## config.mk

```make
export PLATFORM = sky130hd
export DESIGN_NAME = ea_calc
export DESIGN_NICKNAME = d
export VERILOG_FILES = /design/src/rtl/ea_calc_pkg.sv /design/src/rtl/ea_calc.sv
export SDC_FILE = /design/constraint.sdc
export NUM_CORES = 1
export LEC_CHECK = 0
export BUFFER_PORTS_ARGS = -buffer_cell sky130_fd_sc_hd__buf_2
export CAP_MARGIN = 30
export CORE_MARGIN = 2
export CORE_UTILIZATION = 48
export CTS_CLUSTER_SIZE = 28
export DETAILED_ROUTE_END_ITERATION = 7
export MAX_ROUTING_LAYER = met4
export PLACE_DENSITY = 0.82
export SYNTH_ARGS = -nofsm -noshare
export SYNTH_HDL_FRONTEND = slang
export SYNTH_SLANG_ARGS = --single-unit
export TNS_END_PERCENT = 30
```

## constraint.sdc

```tcl
create_clock -name clk -period 3.6 [get_ports clk]
set_clock_uncertainty 0.2 [all_clocks]
set_input_delay 0.9 -clock clk [delete_from_list [all_inputs] [get_ports clk]]
set_output_delay 0.9 -clock clk [all_outputs]
set_load 0.01 [all_outputs]
```

## src/rtl/ea_calc_pkg.sv

```systemverilog
// Shared types, FSM encodings and instruction-field extractors for the
// effective-address calculator. Bit numbering is [0:35] with bit 0 as MSB.
package ea_calc_pkg;

  typedef logic [0:35]  word_t;
  typedef logic [18:35] addr_t;

  localparam logic [1:0] S_IDLE = 2'd0;
  localparam logic [1:0] S_EVAL = 2'd1;
  localparam logic [1:0] S_IND  = 2'd2;
  localparam logic [1:0] S_DONE = 2'd3;

  function automatic logic inst_i(input word_t w);
    return w[13];
  endfunction

  function automatic logic [3:0] inst_x(input word_t w);
    return w[14:17];
  endfunction

  function automatic addr_t inst_y(input word_t w);
    return w[18:35];
  endfunction

  function automatic logic [0:12] inst_hdr(input word_t w);
    return w[0:12];
  endfunction

endpackage

```

## src/rtl/ea_calc.sv

```systemverilog
// Effective-address calculator: follows index and indirect chains and hands
// the decoder a rewritten instruction with Y replaced by E.
module ea_calc
  import ea_calc_pkg::*;
#(
  parameter int INDIRECT_LIMIT = 0
) (
  input  logic       clk,
  input  logic       reset,
  input  logic       start,
  input  word_t      inst,
  input  logic       abort,
  output logic       busy,
  output logic       done,
  output addr_t      ea,
  output word_t      inst_out,
  output logic       fault,
  output logic       fault_loop,
  output logic [3:0] ac_addr,
  input  word_t      ac_data,
  output addr_t      mem_addr,
  output logic       mem_read,
  input  logic       mem_ack,
  input  word_t      mem_data,
  input  logic       mem_fault
);

  localparam int LW = (INDIRECT_LIMIT > 0) ? $clog2(INDIRECT_LIMIT + 1) : 1;
  localparam logic [LW-1:0] LIMIT = LW'(INDIRECT_LIMIT);

  logic [1:0]    state;
  logic [0:12]   hdr;
  logic          ind_q;
  logic [3:0]    x_q;
  addr_t         y_q;
  logic [LW-1:0] level;
  logic          abort_q;

  addr_t idx;
  addr_t sum;

  // AC0 never indexes; only the right half of the index register counts.
  assign ac_addr = x_q;
  assign idx     = (x_q != 4'd0) ? ac_data[18:35] : '0;
  assign sum     = y_q + idx;

  // An abort arriving in the DONE cycle suppresses the pulse.
  assign done = (state == S_DONE) && !abort;

  always_ff @(posedge clk) begin
    if (reset) begin
      state      <= S_IDLE;
      busy       <= 1'b0;
      fault      <= 1'b0;
      fault_loop <= 1'b0;
      ea         <= '0;
      inst_out   <= '0;
      mem_addr   <= '0;
      mem_read   <= 1'b0;
      hdr        <= '0;
      ind_q      <= 1'b0;
      x_q        <= '0;
      y_q        <= '0;
      level      <= '0;
      abort_q    <= 1'b0;
    end else begin
      fault      <= 1'b0;
      fault_loop <= 1'b0;
      case (state)
        S_IDLE: begin
          // busy is still high in a fault cycle, so a start there is ignored.
          if (!busy && start && !abort) begin
            hdr     <= inst_hdr(inst);
            ind_q   <= inst_i(inst);
            x_q     <= inst_x(inst);
            y_q     <= inst_y(inst);
            level   <= '0;
            abort_q <= 1'b0;
            busy    <= 1'b1;
            state   <= S_EVAL;
          end else begin
            busy <= 1'b0;
          end
        end
        S_EVAL: begin
          if (abort) begin
            busy  <= 1'b0;
            state <= S_IDLE;
          end else if (!ind_q) begin
            ea       <= sum;
            inst_out <= {hdr, 5'b0, sum};
            state    <= S_DONE;
          end else if (INDIRECT_LIMIT != 0 && level == LIMIT) begin
            fault      <= 1'b1;
            fault_loop <= 1'b1;
            state      <= S_IDLE;
          end else begin
            mem_addr <= sum;
            mem_read <= 1'b1;
            level    <= level + 1'b1;
            state    <= S_IND;
          end
        end
        S_IND: begin
          // The bus cycle always completes; an abort only takes effect at the ack.
          if (abort) abort_q <= 1'b1;
          if (mem_ack) begin
            mem_read <= 1'b0;
            if (abort || abort_q) begin
              busy  <= 1'b0;
              state <= S_IDLE;
            end else if (mem_fault) begin
              fault <= 1'b1;
              state <= S_IDLE;
            end else begin
              ind_q <= inst_i(mem_data);
              x_q   <= inst_x(mem_data);
              y_q   <= inst_y(mem_data);
              state <= S_EVAL;
            end
          end
        end
        default: begin
          busy  <= 1'b0;
          state <= S_IDLE;
        end
      endcase
    end
  end

endmodule

```

==> results.py, run 1 <==
metrics = {
    "grt": {
        "grt_pass1_vias": 3958,
        "grt_start_max_net_pins": 54,
        "overflow": 0,
        "grt_antenna_before_repair": 0,
        "grt_usage": 0.227,
        "grt_pass1_wl_um": 18300,
    },
    "critical_path": {
        "crit_family": "compound AO/OA/AOI/OAI gates",
        "crit_fanout": 9,
        "cp.depth": 12,
        "critPathKind": "reg2reg",
        "cp_cell_sequence": "nor4_4 -> nor2b_1 -> ha_1 -> inv_1 -> fa_1 -> nor2b_1 -> o31a_1 -> o31a_1 -> a41o_1 -> o22ai_2 -> xor2_1 -> a211oi_1",
        "crit_buf_inv": 1,
        "rrSetupSlack_ns": 0.24,
        "crit_slowest_cell": "nor4_4",
        "cp-end-kind": "register",
        "max_stage_delay_ns": 0.55,
        "r2r_start": "ac_addr[1]$_SDFFE_PP0P_",
        "reg2reg_depth": 12,
        "crit_path_start_kind": "register",
        "cp.arrival_ns": 3.38,
        "critPathRequiredTime_ns": 3.62,
        "r2r_end": "mem_addr[16]$_SDFFE_PP0P_",
    },
    "power_and_ir_drop": {
        "vdd_drop_max_uv": 186,
        "powerDensity_nw_per_um2": 401,
        "leakage_nw": 2.44,
    },
    "sta": {
        "fmax_mhz": 298,
        "holdWs_ns": 0.253,
        "tightest_slew_ns": 0.884,
        "setup_viol": 0,
        "drv_slew": 0,
        "hold_viol_final": 0,
        "period_minus_slack_ns": 3.36,
        "finalCritPeriodShare": 0.933,
        "rsz0062_at_grt": "no",
        "maxSlewHeadroom": 0.411,
        "timing.setup.tns_ns": 0,
        "setup_ws_ns": 0.240,
    },
    "drt": {
        "first_iter_violations": 185,
        "wl_per_cell_um": 13.7,
        "dr_wl_met2_um": 5270,
        "postRouteAntennaNets": 0,
        "wl_met3_um": 673,
        "dr.pass1.iters": 6,
        "via_per_inst": 5.23,
        "route.detailed.drc": 0,
        "vias": 4339,
        "routed_wl_um": 11400,
        "wl_met1_um": 5290,
        "dr.max_layer_used": "met4",
    },
    "synth": {
        "synth_area_um2": 4670,
        "netlist_top_cells_count": "nand2_1, dfxtp_1, a21oi_1, nor2_1, a211oi_1",
        "post-synth-top-count-cell": "nand2_1",
        "synthFlopType": "dfxtp_1",
        "synth_cells": 575,
        "yosysWarnings": 0,
        "ys_seq_area_frac": 0.390,
        "synth_area_per_cell_um2": 8.12,
        "synth_edf_count": 0,
        "yosysTopAreaCell": "dfxtp_1",
        "ys_top_cells_by_area": "dfxtp_1, nand2_1, a21oi_1",
        "netlist.area_leader.share": 0.390,
        "synthArstFlopShare": 0,
        "synth_cell_types": 52,
        "synth-seq-cells": 91,
    },
    "die": {
        "coreArea_um2": 9330,
        "start_util": 0.501,
        "die_area_um2": 10500,
        "rows": 35,
        "die_h_um": 103,
        "die_w_um": 103,
        "io_pins": 195,
    },
    "clock_network": {
        "clock_path_buffers": 2,
        "cts_hold_buf": 0,
        "cts_made_buffers": 9,
        "clock_latency_ns": 0.36,
        "clkTransAtPathRegs_ns": 0.11,
        "htree_levels": 3,
        "cts.sinks": 91,
        "cts_tree": "yes",
        "cts_root_buf": "clkbuf_8",
    },
    "cells_and_area": {
        "num-fill-cells": 852,
        "area_delta_synth_final_pct": 19.6,
        "final_util": 0.599,
        "final_cells": 830,
        "n_antenna_cell": 0,
        "drive_gt1_frac": 0.274,
        "nets": 828,
    },
    "placed_design": {
        "io_buffers": 157,
        "gp_congestion": 0.867,
        "dp_hpwl_um": 8770,
        "pre_cts_ws_ns": 0.122,
        "place_inst": 814,
    },
    "worst_hold_path": {
        "hold_class": "reg2reg",
        "holdPathStages": 2,
        "min_from": "hdr[2]$_SDFFE_PP0P_",
        "whs_endpoint": "inst_out[33]$_SDFFE_PP0P_",
    },
    "outcome": {
        "status": "complete, no violations",
    },
    "run": {
        "drv_cap": 0,
    },
}
[worst max-delay path by stage]
stage,start,end
3_5_place_dp,ac_data[0],mem_addr[16]$_SDFFE_PP0P_
6_report,ac_addr[1]$_SDFFE_PP0P_,mem_addr[16]$_SDFFE_PP0P_
2_1_floorplan,ac_addr[3]$_SDFFE_PP0P_,mem_addr[16]$_SDFFE_PP0P_
3_3_place_gp,ac_data[0],mem_addr[16]$_SDFFE_PP0P_
5_1_grt,ac_addr[1]$_SDFFE_PP0P_,mem_addr[16]$_SDFFE_PP0P_
4_1_cts,ac_addr[3]$_SDFFE_PP0P_,mem_addr[16]$_SDFFE_PP0P_
[power by group]
group	switching, mW	internal, mW
clock network	0.410	0.270
registers	0.0314	1.05
logic	0.286	0.196
[what timing repair did]
| action | 4_1_cts | 5_1_grt |
|---|---|---|
| endpoints found under the hold margin | 0 | 0 |
| setup buffers | 0 | 0 |
| resized for setup | 0 | 0 |
| setup endpoints to repair | 0 | 1 |
[cells by family (layout without fill, tap and decap cells)]
kind of cell / Yosys count / in the layout / synth area share
DFF: 91 / 91 / 0.390
and+or+nand+nor: 227 / 227 / 0.226
buffers and inverters: 66 / 187 / 0.0750
other: 1 / 6 / 0.000803
adders and majority gates: 18 / 18 / 0.0498
muxes: 25 / 25 / 0.0536
xor gates and xnor gates: 11 / 11 / 0.0206
AOI/OAI and AO/OA: 136 / 136 / 0.184
[worst register-to-register path, stage by stage (launching register included)]
cell and delay (ns):
dfxtp_1 0.36, nor4_4 0.55, nor2b_1 0.10, ha_1 0.22, inv_1 0.07, fa_1 0.22
nor2b_1 0.07, o31a_1 0.29, o31a_1 0.32, a41o_1 0.31, o22ai_2 0.11, xor2_1 0.28
a211oi_1 0.11
[cell type report]
type | instances | area, µm² | area share
Clock buffer | 9 | 124 | 0.0222
Clock inverter | 7 | 70.1 | 0.0125
Inverter | 4 | 15.0 | 0.00269
Multi-Input combinational cell | 423 | 2530 | 0.454
Sequential cell | 91 | 1820 | 0.326
Tap cell | 129 | 161 | 0.0289
Timing Repair Buffer | 167 | 861 | 0.154
[layout by cell type (no fill, tap or decap), drive strengths merged, types with 2 or more instances in the layout]
master / netlist / layout
or2: 2 / 2
nand4: 2 / 2
nand3b: 4 / 4
or4: 2 / 2
nand2b: 7 / 7
o21ai: 11 / 11
a21o: 6 / 6
and2: 2 / 2
clkbuf: 28 / 9
buf: 34 / 167
dfxtp: 91 / 91
inv: 4 / 8
mux2i: 25 / 25
o311ai: 3 / 3
or3: 4 / 4
nand2: 114 / 114
a31oi: 3 / 3
clkinv: 0 / 2
a211oi: 31 / 31
xor2: 5 / 5
and3: 2 / 2
conb: 1 / 6
nand3: 10 / 10
nor3: 8 / 8
nand4b: 2 / 2
o31a: 2 / 2
ha: 17 / 17
nor4: 2 / 2
xnor2: 6 / 6
nor2: 40 / 40
a21oi: 64 / 64
o21a: 8 / 8
nor2b: 22 / 22
[routing by layer]
| metal | track usage | vias to the layer above |
|---|---|---|
| met5 | - | - |
| met4 | 0.0595 | 0 |
| met3 | 0.0495 | 10 |
| met2 | 0.358 | 133 |
| met1 | 0.296 | 1993 |
| li1 | - | 2203 |
[flip-flops by register name (all words and copies together) (netlist names)]
register,flops
state,2
y_q,18
busy,1
ac_addr,4
mem_addr,18
ea,17
abort_q,1
ind_q,1
hdr,13
inst_out,14
mem_read,1
fault,1
[per-stage QoR]
stage / power (mW) / instance area, µm²
floorplan: 1.43 / 4690
global placement: 1.57 / 5390
detailed placement: 1.58 / 5390
CTS: 2.26 / 5590
global route: 2.37 / 5590
finish: 2.24 / 5590
(Power assumes the default switching activity.)
==> run 2, diff against run 1 <==
Settings changed: REMOVE_ABC_BUFFERS set to 1.
==> run 2 against run 1 <==
Net effect: clock-buffer cell count is the same; total power is essentially flat; setup slack better by 0.044 ns; via count is 0.32% lower; critical path depth is 1 lower; fmax rose by 1.3%; wire length grew 0.99%; critical path type unchanged; critical endpoint unchanged; largest power group unchanged.
==> results.py, run 2 (synthesis results as in run 1) <==
metrics = {
    "clock_network": {
        "cts_root_buf": "clkbuf_8",
        "clkTransAtPathRegs_ns": 0.11,
        "cts_tree": "yes",
        "htree_levels": 3,
        "post_cts_buffers": 0,
        "cts_made_buffers": 9,
        "cts_hold_buf": 0,
        "clock_latency_ns": 0.37,
        "cts.sinks": 91,
        "clock_path_buffers": 2,
        "cts_resized": 0,
    },
    "drt": {
        "routed_wl_um": 11500,
        "first_iter_violations": 170,
        "route.detailed.drc": 0,
        "dr.pass1.iters": 4,
        "vias": 4325,
        "postRouteAntennaNets": 0,
        "wl_per_cell_um": 13.8,
        "via_per_inst": 5.21,
    },
    "die": {
        "die_h_um": 103,
        "die_area_um2": 10500,
        "start_util": 0.501,
        "rows": 35,
        "io_pins": 195,
        "die_w_um": 103,
        "coreArea_um2": 9330,
    },
    "power_and_ir_drop": {
        "p_comb_frac": 0.213,
        "p_switching_mw": 0.728,
        "clockPowerShare": 0.308,
        "powerDensity_nw_per_um2": 402,
        "leakage_nw": 2.44,
        "seq_power_share": 0.480,
        "internal-power_mw": 1.52,
        "swShare": 0.324,
        "vdd_drop_max_uv": 187,
    },
    "sta": {
        "finalCritPeriodShare": 0.921,
        "maxSlewHeadroom": 0.598,
        "hold_viol_final": 0,
        "rsz0062_at_grt": "no",
        "period_minus_slack_ns": 3.32,
        "timing.setup.tns_ns": 0,
        "tightest_slew_ns": 0.602,
        "setup_viol": 0,
        "setup_ws_ns": 0.284,
        "holdWs_ns": 0.257,
        "fmax_mhz": 302,
        "drv_slew": 0,
    },
    "cells_and_area": {
        "num-fill-cells": 883,
        "mostFrequentLayoutCells": "buf_2, nand2_1, dfxtp_1",
        "final_common_cell": "buf_2",
        "final_cells": 830,
        "reg.largest.list": "mem_addr (18), y_q (18), ea (17)",
        "seq_area_um2": 1820,
        "drive_gt1_frac": 0.274,
        "area_delta_synth_final_pct": 19.6,
        "multiInputGateArea_um2": 2530,
        "n_antenna_cell": 0,
        "nets": 828,
    },
    "critical_path": {
        "critPathKind": "reg2reg",
        "cp.arrival_ns": 3.34,
        "crit_fanout": 16,
        "cp-end-kind": "register",
        "crit_path_start_kind": "register",
        "critPathRequiredTime_ns": 3.62,
    },
    "placed_design": {
        "dp_hpwl_um": 8480,
        "place_inst": 814,
        "gp_congestion": 0.951,
        "pre_cts_ws_ns": 0.105,
        "io_buffers": 157,
    },
    "run": {
        "drv_cap": 0,
    },
    "grt": {
        "grt_pass1_vias": 4013,
        "grt_start_max_net_pins": 47,
        "grt_usage": 0.224,
        "grt_antenna_before_repair": 0,
        "grt_pass1_wl_um": 18200,
        "overflow": 0,
    },
    "outcome": {
        "status": "complete, no violations",
    },
    "worst_hold_path": {
        "hold_class": "reg2reg",
    },
}
==> run 2: cell counts in the layout (fill, tap and decap cells not counted) <==
No cell type changed its count.
==> run 2: critical path, cell delays in order, from the launching register on <==
cell      delay (ns)
dfxtp_1         0.35
nor4_4          0.34
buf_4           0.27
nor2b_1         0.07
ha_1            0.33
nor2b_1         0.17
o31a_1          0.28
o31a_1          0.32
a41o_1          0.31
o22ai_2         0.14
xor2_1          0.27
a211oi_1        0.13
==> run 2: power groups by stage <==
stage	clock, mW	sequential, mW	combinational [mW]
2_1_floorplan	0	1.10	0.293
6_report	0.690	1.08	0.477
4_1_cts	0.703	1.08	0.475
3_5_place_dp	0	1.10	0.470
3_3_place_gp	0	1.10	0.453
5_1_grt	0.748	1.08	0.532
==> run 2: final cells by class <==
cell class                      instances  share of cell area
Multi-Input combinational cell        423               0.453
Sequential cell                        91               0.326
Timing Repair Buffer                  167               0.154
Tap cell                              129              0.0289
Clock buffer                            9              0.0222
Clock inverter                          7              0.0134
Inverter                                4             0.00269
==> run 2: metal layers <==
metal,GRT usage,up-vias,routed length (µm)
met5,-,-,0
met4,0.0759,0,247
met3,0.0400,23,698
met2,0.383,173,5620
met1,0.264,1932,4900
li1,-,2197,-
==> run 2: metrics by stage <==
step,power (mW),instance area (µm²),util
4_1_cts,2.25,5590,0.599
3_3_place_gp,1.55,5390,0.578
3_5_place_dp,1.57,5390,0.578
5_1_grt,2.36,5590,0.599
2_1_floorplan,1.40,4350,-
6_report,2.24,5590,0.599
==> run 2: worst paths after layout <==
| kind | from | end | slack [ns] | depth (start not counted) |
|---|---|---|---|---|
| worst max register to register | ac_addr[3]$_SDFFE_PP0P_ | mem_addr[16]$_SDFFE_PP0P_ | 0.28 | 11 |
| worst min-delay path | inst_out[23]$_SDFFE_PP0P_ | inst_out[23]$_SDFFE_PP0P_ | 0.26 | 2 |
| worst max-delay path | ac_addr[3]$_SDFFE_PP0P_ | mem_addr[16]$_SDFFE_PP0P_ | 0.28 | 11 |
| worst min register to register | inst_out[23]$_SDFFE_PP0P_ | inst_out[23]$_SDFFE_PP0P_ | 0.26 | 2 |
==> run 3, diff against run 2 <==
==> constraint.sdc (replaced) <==
create_clock -name clk -period 3.6 [get_ports clk]
set_clock_uncertainty 0.2 [all_clocks]
set_input_delay 1.08 -clock clk [delete_from_list [all_inputs] [get_ports clk]]
set_output_delay 1.08 -clock clk [all_outputs]
set_load 0.01 [all_outputs]
==> run 3 against run 2 <==
Net effect: hold slack worse by 0.0052 ns; wire length fell by 2.2%; fmax increased by 3.4%; clock-buffer cell count increased by 1; via count shrank 0.55%; die area did not move; setup slack improved by 0.11 ns; sequential share of layout area decreased by 0.12 points; register-to-register slack gained 0.11 ns.
==> results.py, run 3 (synthesis results as in run 1) <==
metrics = {
    "sta": {
        "rsz0062_at_grt": "no",
        "fmax_mhz": 312,
        "maxSlewHeadroom": 0.624,
        "setup_viol": 0,
        "hold_viol_final": 0,
        "timing.setup.tns_ns": 0,
        "tightest_slew_ns": 0.564,
        "drv_slew": 0,
        "period_minus_slack_ns": 3.21,
        "finalCritPeriodShare": 0.891,
        "holdWs_ns": 0.252,
    },
    "clock_network": {
        "cts.sinks": 91,
        "clock_path_buffers": 2,
        "clock_latency_ns": 0.36,
        "cts_made_buffers": 9,
        "htree_levels": 3,
        "cts_resized": 0,
        "cts_root_buf": "clkbuf_8",
        "cts_tree": "yes",
        "cts_hold_buf": 0,
        "post_cts_buffers": 0,
        "clkTransAtPathRegs_ns": 0.10,
    },
    "die": {
        "rows": 35,
        "die_area_um2": 10500,
        "die_w_um": 103,
        "die_h_um": 103,
        "io_pins": 195,
        "coreArea_um2": 9330,
        "start_util": 0.501,
    },
    "cells_and_area": {
        "drive_gt1_frac": 0.272,
        "final_common_cell": "buf_2",
        "mostFrequentLayoutCells": "buf_2, nand2_1, dfxtp_1",
        "area_delta_synth_final_pct": 20.1,
        "nets": 828,
        "n_antenna_cell": 0,
        "reg.largest.list": "mem_addr (18), y_q (18), ea (17)",
    },
    "power_and_ir_drop": {
        "total_power_mw": 2.28,
        "powerDensity_nw_per_um2": 406,
        "vdd_drop_max_uv": 241,
        "leakage_nw": 2.45,
    },
    "placed_design": {
        "gp_congestion": 0.943,
        "io_buffers": 157,
        "dp_hpwl_um": 8310,
    },
    "drt": {
        "vias": 4301,
        "first_iter_violations": 102,
        "routed_wl_um": 11200,
        "dr.pass1.iters": 4,
        "wl_per_cell_um": 13.5,
        "postRouteAntennaNets": 0,
        "route.detailed.drc": 0,
        "via_per_inst": 5.18,
    },
    "grt": {
        "grt_pass1_vias": 3999,
        "grt_start_max_net_pins": 67,
        "grt_pass1_wl_um": 18200,
        "overflow": 0,
        "grt_usage": 0.220,
        "grt_antenna_before_repair": 0,
    },
    "critical_path": {
        "r2r_end": "mem_addr[14]$_SDFFE_PP0P_",
        "cp.arrival_ns": 3.29,
        "crit_fanout": 18,
        "r2r_start": "ac_addr[3]$_SDFFE_PP0P_",
        "critPathKind": "reg2reg",
        "crit_path_start_kind": "register",
        "reg2reg_depth": 14,
        "cp-endpoint": "mem_addr[14]$_SDFFE_PP0P_",
        "critPathLaunch": "ac_addr[3]$_SDFFE_PP0P_",
        "cp-end-kind": "register",
        "rrSetupSlack_ns": 0.39,
        "critPathRequiredTime_ns": 3.68,
    },
    "worst_hold_path": {
        "hold_class": "reg2reg",
    },
    "run": {
        "drv_cap": 0,
    },
    "outcome": {
        "status": "complete, no violations",
    },
}
[run 3: cell types whose count changed in the layout (fill, tap and decap cells not counted)]
cell	before	now
clkbuf_1	0	1
buf_12	0	1
inv_6	1	3
buf_4	10	9
clkinv_4	1	0
bufinv_16	0	1
inv_8	3	0
[run 3: layout make-up]
class / instances / area (µm²)
fill: 850 / 3720
multi-input combinational: 423 / 2530
sequential: 91 / 1820
timing repair buffer: 167 / 873
tap: 129 / 161
clock buffer: 10 / 128
clock inverter: 6 / 80.1
inverter: 4 / 15.0
[run 3: how the worst min path moves through the flow]
stage | cells after the start | slack, ns | endpoint | start
2_1_floorplan | 2 | 0.23 | inst_out[23]$_SDFFE_PP0P_ | hdr[12]$_SDFFE_PP0P_
3_3_place_gp | 2 | 0.24 | inst_out[31]$_SDFFE_PP0P_ | hdr[4]$_SDFFE_PP0P_
3_5_place_dp | 2 | 0.24 | inst_out[29]$_SDFFE_PP0P_ | inst_out[29]$_SDFFE_PP0P_
4_1_cts | 2 | 0.26 | mem_addr[10]$_SDFFE_PP0P_ | mem_addr[10]$_SDFFE_PP0P_
5_1_grt | 2 | 0.28 | mem_addr[10]$_SDFFE_PP0P_ | mem_addr[10]$_SDFFE_PP0P_
6_report | 2 | 0.25 | mem_addr[10]$_SDFFE_PP0P_ | mem_addr[10]$_SDFFE_PP0P_
[run 3: metrics by stage]
stage | util | std cells | setup slack [ns] | area (µm²)
6_report | 0.601 | 830 | 0.392 | 5610
5_1_grt | 0.601 | 830 | 0.103 | 5610
2_1_floorplan | - | 518 | -0.0535 | 4350
4_1_cts | 0.601 | 830 | 0.409 | 5610
3_5_place_dp | 0.579 | 814 | 0.0389 | 5400
3_3_place_gp | 0.579 | 814 | 0.126 | 5400
[run 3: worst max-delay path, cell delays in order, from the launching register on]
cell and delay, ns:
dfxtp_1 0.36, nor4_4 0.27, buf_4 0.26, nor2b_1 0.08, ha_1 0.19, inv_1 0.07
fa_1 0.21, nor2b_1 0.07, o31a_1 0.25, buf_4 0.14, o311ai_0 0.39, a21oi_1 0.16
xor2_1 0.24, nand2_1 0.10, a21oi_1 0.13
[run 3: metal layers]
layer	vias to the layer above	track usage	wire length, µm
met2	122	0.365	5460
met5	-	-	0
met3	18	0.0244	514
li1	2207	-	-
met1	1954	0.278	5010
met4	0	0.0779	223
[run 3: power by group]
group | leakage [nW] | switching [mW] | internal, mW
sequential | 0.739 | 0.0284 | 1.05
clock | 0.101 | 0.391 | 0.335
combinational | 1.61 | 0.282 | 0.194
